## src/rtl/membus_arbiter_pkg.sv

```systemverilog
// membus_arbiter_pkg
//   Shared memory-bus definitions: address/data widths, the byte-mask width
//   derived from the data width, and the arbiter state encoding that later
//   multi-port interconnect blocks reuse.
//   No ports (package).
package membus_arbiter_pkg;

    localparam int XLEN              = 64;
    localparam int MEMBUS_DATA_WIDTH = 64;
    localparam int MEMBUS_MASK_WIDTH = MEMBUS_DATA_WIDTH / 8;

    typedef logic [XLEN-1:0] Addr;

    typedef enum logic {
        ARB_IDLE = 1'b0,
        ARB_WAIT = 1'b1
    } arb_state;

endpackage

```

## src/rtl/membus_arbiter_if.sv

```systemverilog
// Membus
//   Single-outstanding memory bus bundle.
//   Request:  valid, ready, addr, wen, wdata, wmask  (master -> slave, ready back)
//   Response: rvalid, rdata                          (slave -> master)
//   Modports: master (issues requests), slave (serves requests).
interface Membus;
    import membus_arbiter_pkg::*;

    logic                         valid;
    logic                         ready;
    Addr                          addr;
    logic                         wen;
    logic [MEMBUS_DATA_WIDTH-1:0] wdata;
    logic [MEMBUS_MASK_WIDTH-1:0] wmask;
    logic                         rvalid;
    logic [MEMBUS_DATA_WIDTH-1:0] rdata;

    modport master (
        output valid, addr, wen, wdata, wmask,
        input  ready, rvalid, rdata
    );

    modport slave (
        input  valid, addr, wen, wdata, wmask,
        output ready, rvalid, rdata
    );

endinterface

```

## src/rtl/membus_arbiter.sv

```systemverilog
// membus_arbiter
//   Shares one downstream Membus between the fetch port (0) and the
//   load/store port (1). One transaction outstanding at a time; the read
//   response is routed back to the port that issued the request.
//   Ports:
//     clk       system clock, rising edge
//     rst       synchronous, active-low reset
//     i_membus  fetch requester (slave side)
//     d_membus  load/store requester (slave side)
//     membus    downstream port toward the device decoder (master side)
//   Parameter ROUND_ROBIN: 1 alternates grants on conflict, 0 gives port 1
//   fixed priority.
module membus_arbiter
    import membus_arbiter_pkg::*;
#(
    parameter bit ROUND_ROBIN = 1'b1
) (
    input  logic  clk,
    input  logic  rst,
    Membus.slave  i_membus,
    Membus.slave  d_membus,
    Membus.master membus
);

    arb_state state_q, state_d;
    logic     owner_q, owner_d;
    logic     last_q,  last_d;
    logic     sel;
    logic     fwd_valid;

    // Conflict resolution: round-robin picks the port that did not win last
    // time; with nobody requesting the result is unused.
    function automatic logic grant_select(input logic i_valid,
                                          input logic d_valid,
                                          input logic last);
        if (i_valid && d_valid) begin
            return ROUND_ROBIN ? !last : 1'b1;
        end
        return d_valid;
    endfunction

    // Forwarding, upstream handshake and response routing are all
    // combinational so the arbiter adds no latency in either direction.
    // While reset is held every handshake output is forced low.
    always_comb begin
        state_d   = state_q;
        owner_d   = owner_q;
        last_d    = last_q;
        sel       = grant_select(i_membus.valid, d_membus.valid, last_q);
        fwd_valid = 1'b0;

        membus.valid    = 1'b0;
        membus.addr     = sel ? d_membus.addr  : i_membus.addr;
        membus.wen      = sel ? d_membus.wen   : i_membus.wen;
        membus.wdata    = sel ? d_membus.wdata : i_membus.wdata;
        membus.wmask    = sel ? d_membus.wmask : i_membus.wmask;

        i_membus.ready  = 1'b0;
        d_membus.ready  = 1'b0;
        i_membus.rvalid = 1'b0;
        d_membus.rvalid = 1'b0;
        i_membus.rdata  = membus.rdata;
        d_membus.rdata  = membus.rdata;

        if (rst) begin
            case (state_q)
                ARB_IDLE: begin
                    fwd_valid      = sel ? d_membus.valid : i_membus.valid;
                    membus.valid   = fwd_valid;
                    i_membus.ready = !sel && membus.ready;
                    d_membus.ready =  sel && membus.ready;
                    if (fwd_valid && membus.ready) begin
                        owner_d = sel;
                        last_d  = sel;
                        state_d = ARB_WAIT;
                    end
                end
                ARB_WAIT: begin
                    // No new grant in the response cycle; a stray rvalid in
                    // IDLE never reaches this branch and is dropped.
                    if (membus.rvalid) begin
                        i_membus.rvalid = !owner_q;
                        d_membus.rvalid =  owner_q;
                        state_d         = ARB_IDLE;
                    end
                end
                default: state_d = ARB_IDLE;
            endcase
        end
    end

    // last resets to 1 so that port 0 wins the first round-robin conflict.
    always_ff @(posedge clk) begin
        if (!rst) begin
            state_q <= ARB_IDLE;
            owner_q <= 1'b0;
            last_q  <= 1'b1;
        end else begin
            state_q <= state_d;
            owner_q <= owner_d;
            last_q  <= last_d;
        end
    end

endmodule

```

## src/flat_wrapper.sv

```systemverilog
// flat-port wrapper written by rule: the top's interface ports become plain ports
module membus_arbiter_flat import membus_arbiter_pkg::*;
#(
    parameter bit ROUND_ROBIN = 1'b1
)
  (clk, rst, i_membus_valid, i_membus_addr, i_membus_wen, i_membus_wdata, i_membus_wmask, i_membus_ready, i_membus_rvalid, i_membus_rdata, d_membus_valid, d_membus_addr, d_membus_wen, d_membus_wdata, d_membus_wmask, d_membus_ready, d_membus_rvalid, d_membus_rdata, membus_valid, membus_addr, membus_wen, membus_wdata, membus_wmask, membus_ready, membus_rvalid, membus_rdata);
  Membus i_membus_i ();
  Membus d_membus_i ();
  Membus membus_i ();
  input  logic clk;
  input  logic rst;
  input wire logic [$bits(i_membus_i.valid)-1:0] i_membus_valid;
  input wire logic [$bits(i_membus_i.addr)-1:0] i_membus_addr;
  input wire logic [$bits(i_membus_i.wen)-1:0] i_membus_wen;
  input wire logic [$bits(i_membus_i.wdata)-1:0] i_membus_wdata;
  input wire logic [$bits(i_membus_i.wmask)-1:0] i_membus_wmask;
  output wire logic [$bits(i_membus_i.ready)-1:0] i_membus_ready;
  output wire logic [$bits(i_membus_i.rvalid)-1:0] i_membus_rvalid;
  output wire logic [$bits(i_membus_i.rdata)-1:0] i_membus_rdata;
  input wire logic [$bits(d_membus_i.valid)-1:0] d_membus_valid;
  input wire logic [$bits(d_membus_i.addr)-1:0] d_membus_addr;
  input wire logic [$bits(d_membus_i.wen)-1:0] d_membus_wen;
  input wire logic [$bits(d_membus_i.wdata)-1:0] d_membus_wdata;
  input wire logic [$bits(d_membus_i.wmask)-1:0] d_membus_wmask;
  output wire logic [$bits(d_membus_i.ready)-1:0] d_membus_ready;
  output wire logic [$bits(d_membus_i.rvalid)-1:0] d_membus_rvalid;
  output wire logic [$bits(d_membus_i.rdata)-1:0] d_membus_rdata;
  output wire logic [$bits(membus_i.valid)-1:0] membus_valid;
  output wire logic [$bits(membus_i.addr)-1:0] membus_addr;
  output wire logic [$bits(membus_i.wen)-1:0] membus_wen;
  output wire logic [$bits(membus_i.wdata)-1:0] membus_wdata;
  output wire logic [$bits(membus_i.wmask)-1:0] membus_wmask;
  input wire logic [$bits(membus_i.ready)-1:0] membus_ready;
  input wire logic [$bits(membus_i.rvalid)-1:0] membus_rvalid;
  input wire logic [$bits(membus_i.rdata)-1:0] membus_rdata;
  assign i_membus_i.valid = i_membus_valid;
  assign i_membus_i.addr = i_membus_addr;
  assign i_membus_i.wen = i_membus_wen;
  assign i_membus_i.wdata = i_membus_wdata;
  assign i_membus_i.wmask = i_membus_wmask;
  assign i_membus_ready = i_membus_i.ready;
  assign i_membus_rvalid = i_membus_i.rvalid;
  assign i_membus_rdata = i_membus_i.rdata;
  assign d_membus_i.valid = d_membus_valid;
  assign d_membus_i.addr = d_membus_addr;
  assign d_membus_i.wen = d_membus_wen;
  assign d_membus_i.wdata = d_membus_wdata;
  assign d_membus_i.wmask = d_membus_wmask;
  assign d_membus_ready = d_membus_i.ready;
  assign d_membus_rvalid = d_membus_i.rvalid;
  assign d_membus_rdata = d_membus_i.rdata;
  assign membus_valid = membus_i.valid;
  assign membus_addr = membus_i.addr;
  assign membus_wen = membus_i.wen;
  assign membus_wdata = membus_i.wdata;
  assign membus_wmask = membus_i.wmask;
  assign membus_i.ready = membus_ready;
  assign membus_i.rvalid = membus_rvalid;
  assign membus_i.rdata = membus_rdata;
  membus_arbiter #(.ROUND_ROBIN(ROUND_ROBIN)) u_core (.clk(clk), .rst(rst), .i_membus(i_membus_i), .d_membus(d_membus_i), .membus(membus_i));
endmodule
```

## config.mk

```make
export PLATFORM = sky130hd
export DESIGN_NAME = membus_arbiter_flat
export DESIGN_NICKNAME = d
export VERILOG_FILES = /design/src/rtl/membus_arbiter_pkg.sv /design/src/rtl/membus_arbiter_if.sv /design/src/rtl/membus_arbiter.sv /design/src/flat_wrapper.sv
export SDC_FILE = /design/constraint.sdc
export NUM_CORES = 1
export LEC_CHECK = 0
export BUFFER_PORTS_ARGS = -buffer_cell sky130_fd_sc_hd__buf_2
export CORE_AREA = 5 5 237 239
export CTS_CLUSTER_DIAMETER = 60
export DETAILED_ROUTE_END_ITERATION = 12
export DIE_AREA = 0 0 242 244
export PLACE_DENSITY = 0.3
export SYNTH_ARGS = -nofsm -noshare
export SYNTH_HDL_FRONTEND = slang
export SYNTH_SLANG_ARGS = --single-unit
export TNS_END_PERCENT = 100
```

## constraint.sdc

```tcl
create_clock -name clk -period 1.2 [get_ports clk]
set_input_delay 0.18 -clock clk [delete_from_list [all_inputs] [get_ports clk]]
set_output_delay 0.18 -clock clk [all_outputs]
set_load 0.02 [all_outputs]
```

Word-level counts from Yosys, hierarchy flattened

Index checks and enable logic that the tools add are counted.

Multiplexer cells: 23
Bitwise operators: 1
Reductions and logical operators: 8

Operators with widths:

| kind                               | number |
|---|---|
| 2-to-1 mux 64 bit                  | 2 |
| 2-to-1 mux 1 bit                   | 19 |
| 2-to-1 mux 8 bit                   | 1 |
| logical AND 1 bit                  | 4 |
| zero test 1 bit                    | 3 |
| one-hot mux 1 bit (2 select lines) | 1 |
| AND reduction 2 bit                | 1 |
| inverter 1 bit                     | 1 |

Bits in registers: 3
Bits of input ports: 344
Output and inout bits: 270
Logic and storage cells: 35

Longest topological paths before layout

Word-level depth: 7
Depth in mapped cells: 4

Least setup slack after synthesis

OpenSTA, ideal clock, no wires.

Path type: flip-flop to output port
Start: register u_core.last_q
End: output port i_membus_ready
Data arrival time: 1,258 ps
Required time: 1,020 ps
Path slack: -238 ps
Cell stages (with the launch flop): 5
Buffers on the path: 2
Cells stage by stage: dfxtp_1 > a21boi_2 > buf_4 > buf_6 > nor3b_1

Longest elaborated chain between the ends: 7

RTL lines:

| element                | RTL line              | source |
|---|---|---|
| start, declared        | membus_arbiter.sv:27  | `logic last_q, last_d;` |
| start signal, assigned | membus_arbiter.sv:101 | `last_q <= last_d;` |
| zero test 1 bit        | membus_arbiter.sv:37  | `return ROUND_ROBIN ? !last : 1'b1;` |
| 2-to-1 mux 1 bit       | membus_arbiter.sv:36  | `if (i_valid && d_valid) begin` |
| 2-to-1 mux 1 bit       | membus_arbiter.sv:39  | `return d_valid;` |
| zero test 1 bit        | membus_arbiter.sv:70  | `i_membus.ready = !sel && membus.ready;` |
| logical AND 1 bit      | membus_arbiter.sv:70  |  |
| 2-to-1 mux 1 bit       | membus_arbiter.sv:66  | `case (state_q)` |
| 2-to-1 mux 1 bit       | membus_arbiter.sv:65  | `if (rst) begin` |
| end, declared          | flat_wrapper.sv:17    | `output wire logic [$bits(i_membus_i.ready)-1:0] i_membus_ready;` |

Every way passes these cells. The select of a mux whose other input is x is not followed.

Worst setup path after layout

Start: register u_core.last_q
End: output port membus_wdata[60]

Longest elaborated chain between the ends: 4

RTL lines:

| element           | RTL line             | source |
|---|---|---|
| zero test 1 bit   | membus_arbiter.sv:37 |  |
| 2-to-1 mux 1 bit  | membus_arbiter.sv:36 |  |
| 2-to-1 mux 1 bit  | membus_arbiter.sv:39 |  |
| 2-to-1 mux 64 bit | membus_arbiter.sv:55 | `membus.wdata = sel ? d_membus.wdata : i_membus.wdata;` |
| end, declared     | flat_wrapper.sv:31   | `output wire logic [$bits(membus_i.wdata)-1:0] membus_wdata;` |

Every way passes these cells. The select of a mux whose other input is x is not followed.

==> flow_metrics.tcl <==
set metrics [dict create \
    status "finished with violations" \
    violations "negative setup slack" \
    ant_nets 0 \
    h-tree-depth 1 \
    stdcell_count 1306 \
    synth.most_common_cell "mux2_2" \
    criticalPathCategory "flop to output pin" \
    max_freq_ghz 0.540 \
    grt_pass1_wl_um 22700 \
    dr.max_layer_used "met5" \
    synth_area_sq_um 2830 \
    synth_simple_gate_area_share_pct 2.26 \
    drc 0 \
    rsz0062_at_grt "true" \
    gp_congestion 0.833 \
    hold_viol 0 \
    vias_per_cell 2.59 \
    io_buffers 421 \
    p_per_area_nw_per_um2 563 \
    grt_use_total_pct 4.84 \
    setup_viol 140 \
    pre_cts_ws_ns -0.472 \
    dp_cells 1298 \
    fin_util_pct 9.86 \
    num_vias 3389 \
    grt_start_max_net_pins 28 \
    yosysWarnings 0 \
    insertion_delay_ns 0.22 \
    reg2reg_from "u_core.last_q" \
    area_growth_pct 87.0 \
    cts_sinks 3 \
    critPathTopFamily "buffers and inverters" \
    critical_path_required_ns 1.02 \
    synthCells 301 \
    syn_nets 645 \
    synth-xor-area-share_pct 0 \
    synthArstFlopShare_pct 0 \
    core_area_sq_um 53600 \
    drt-initial-drc-count 49 \
    synth_compound_area_share_pct 1.24 \
    slowest_delay_ns 0.36 \
    wirelength_met1_um 5530 \
    ys_seq_area_share_pct 2.12 \
    die_x_um 242 \
    finalCriticalPeriod_ns 1.85 \
    crit_fanout 25 \
    start_kind "flop" \
    wl_per_cell_um 12.6 \
    wl_met2_um 7630 \
    fin_nets 955 \
    hold_start "rst" \
    slew_violations 0 \
    synth_top_family_by_area "multiplexers" \
    cts_buffer_depth 2 \
    cts_tree "yes" \
    fp.dieH_um 244 \
    p_leak_nw 2.60 \
    fin_setup_tns_ns -82.06 \
    num_rows 85 \
    cp-startpoint "u_core.last_q" \
    skew_ns 0.00212 \
    vdd_drop_max_v 0.000456 \
    holdWs_ns 0.262 \
    setup_ws_ns -0.652 \
    cpMaxStageDelayCell "mux2_2" \
    synth_seq_cells 3 \
    arrival_ns 1.67 \
    dr.pass1.iters 4 \
    path_buf_inv 3 \
    maxCapViolCount 0 \
    synth_edf_count 0 \
    synth_mux_area_share_pct 54.6 \
    antenna_cells 0 \
    wl_met3_um 3010 \
    ys_types 18 \
    synth_top_area_share_pct 54.6 \
    ys_top_cells_by_count "mux2_2, buf_4, buf_6" \
    ios 614 \
    final_layout_size_suffix_gt1_share_pct 98.0 \
    start_util_pct 5.27 \
    tightestPinTransition_ns 0.253 \
    synth.avg_cell_area_sq_um 9.39 \
    cts_buffers 3 \
    yosysTopAreaCell "mux2_2" \
    endpoint_kind "output pin" \
    overflow 0 \
    cp_cell_sequence "a21boi_4, buf_12, buf_16, mux2_2, buf_4" \
    hp-class "input pin to flop" \
    clock-root-buffer "clkbuf_16" \
    antenna_found_initial 2 \
    synth_adder_area_share_pct 0 \
    n_fill_cell 6244 \
    first_global_vias 3622 \
    clk_pin_slew_ns 0.03 \
    period_share_pct 154 \
    place_hpwl_um 14700 \
    die_area_sq_um 59000 \
    synthTopCellsByArea "mux2_2, buf_4, buf_6" \
    slew_headroom_pct 82.9 \
    synth-main-ff-cell "dfxtp_1" \
    drt_wl_total_um 16400 \
    hold_buffers 0 \
]
[area by class of cell]
cell class | instances | area, sq um | area share (%)
multi-input cells | 152 | 1800 | 34.1
inverters | 3 | 11.3 | 0.213
flip-flops and latches | 3 | 65.1 | 1.23
well taps | 696 | 871 | 16.5
repair buffers | 448 | 2460 | 46.5
clock buffers | 4 | 78.8 | 1.49
[flip-flops by register name, summed over array words and instances (netlist names)]
register,count
u_core.last_q,1
u_core.owner_q,1
u_core.state_q,1
[power breakdown]
group | switching [mW] | internal [mW] | total, mW
Clock | 0.0868 | 0.438 | 0.525
Combinational | 1.15 | 1.19 | 2.34
Sequential | 0.00915 | 0.108 | 0.117
[cell usage in the layout (no fill, tap or decap), types with 2 or more instances in the layout]
cell       synthesis  layout
buf_2              2     393
nor3b_2            0       2
clkbuf_16          0       3
nor2_1             3       2
buf_4            129      45
mux2_4             0      32
mux2_2           137     105
buf_6             12       7
buf_16             0       2
inv_1              3       3
[per-layer routing]
metal | track usage, % | up-vias
met2 | 8.02 | 391
met4 | 0.688 | 2
met1 | 4.78 | 1453
met3 | 3.97 | 8
li1 | - | 1535
met5 | 1.14 | -
[repair_timing]
item,in CTS,in global routing
pin swaps,2,2
resized for setup,21,28
setup buffers,3,1
endpoints found under the hold margin,0,0
setup endpoints to repair,143,142
[worst paths after layout]
| kind | endpoint | slack (ns) | depth (start not counted) |
|---|---|---|---|
| worst min-delay path | u_core.owner_q | 0.26 | 2 |
| worst max-delay path | membus_wdata[60] | -0.65 | 5 |
| worst max register to register | u_core.owner_q | -0.20 | 6 |
| worst min register to register | u_core.owner_q | 0.59 | 1 |
[logic make-up (layout without fill, tap and decap cells)]
logic type             after synthesis  count (layout)
buffers and inverters              146             455
muxes                              137             137
and+or+nand+nor                     11              11
AOI/OAI and AO/OA                    4               4
DFF                                  3               3
[stage by stage]
| stage | cell area, sq um | total power [mW] |
|---|---|---|
| final | 5290 | 2.98 |
| after floorplan | 2970 | 2.03 |
| after global placement | 5030 | 2.39 |
| after global routing | 5290 | 3.16 |
| after CTS | 5210 | 2.98 |
| after detailed placement | 5030 | 2.38 |
(Power assumes the default switching activity.)
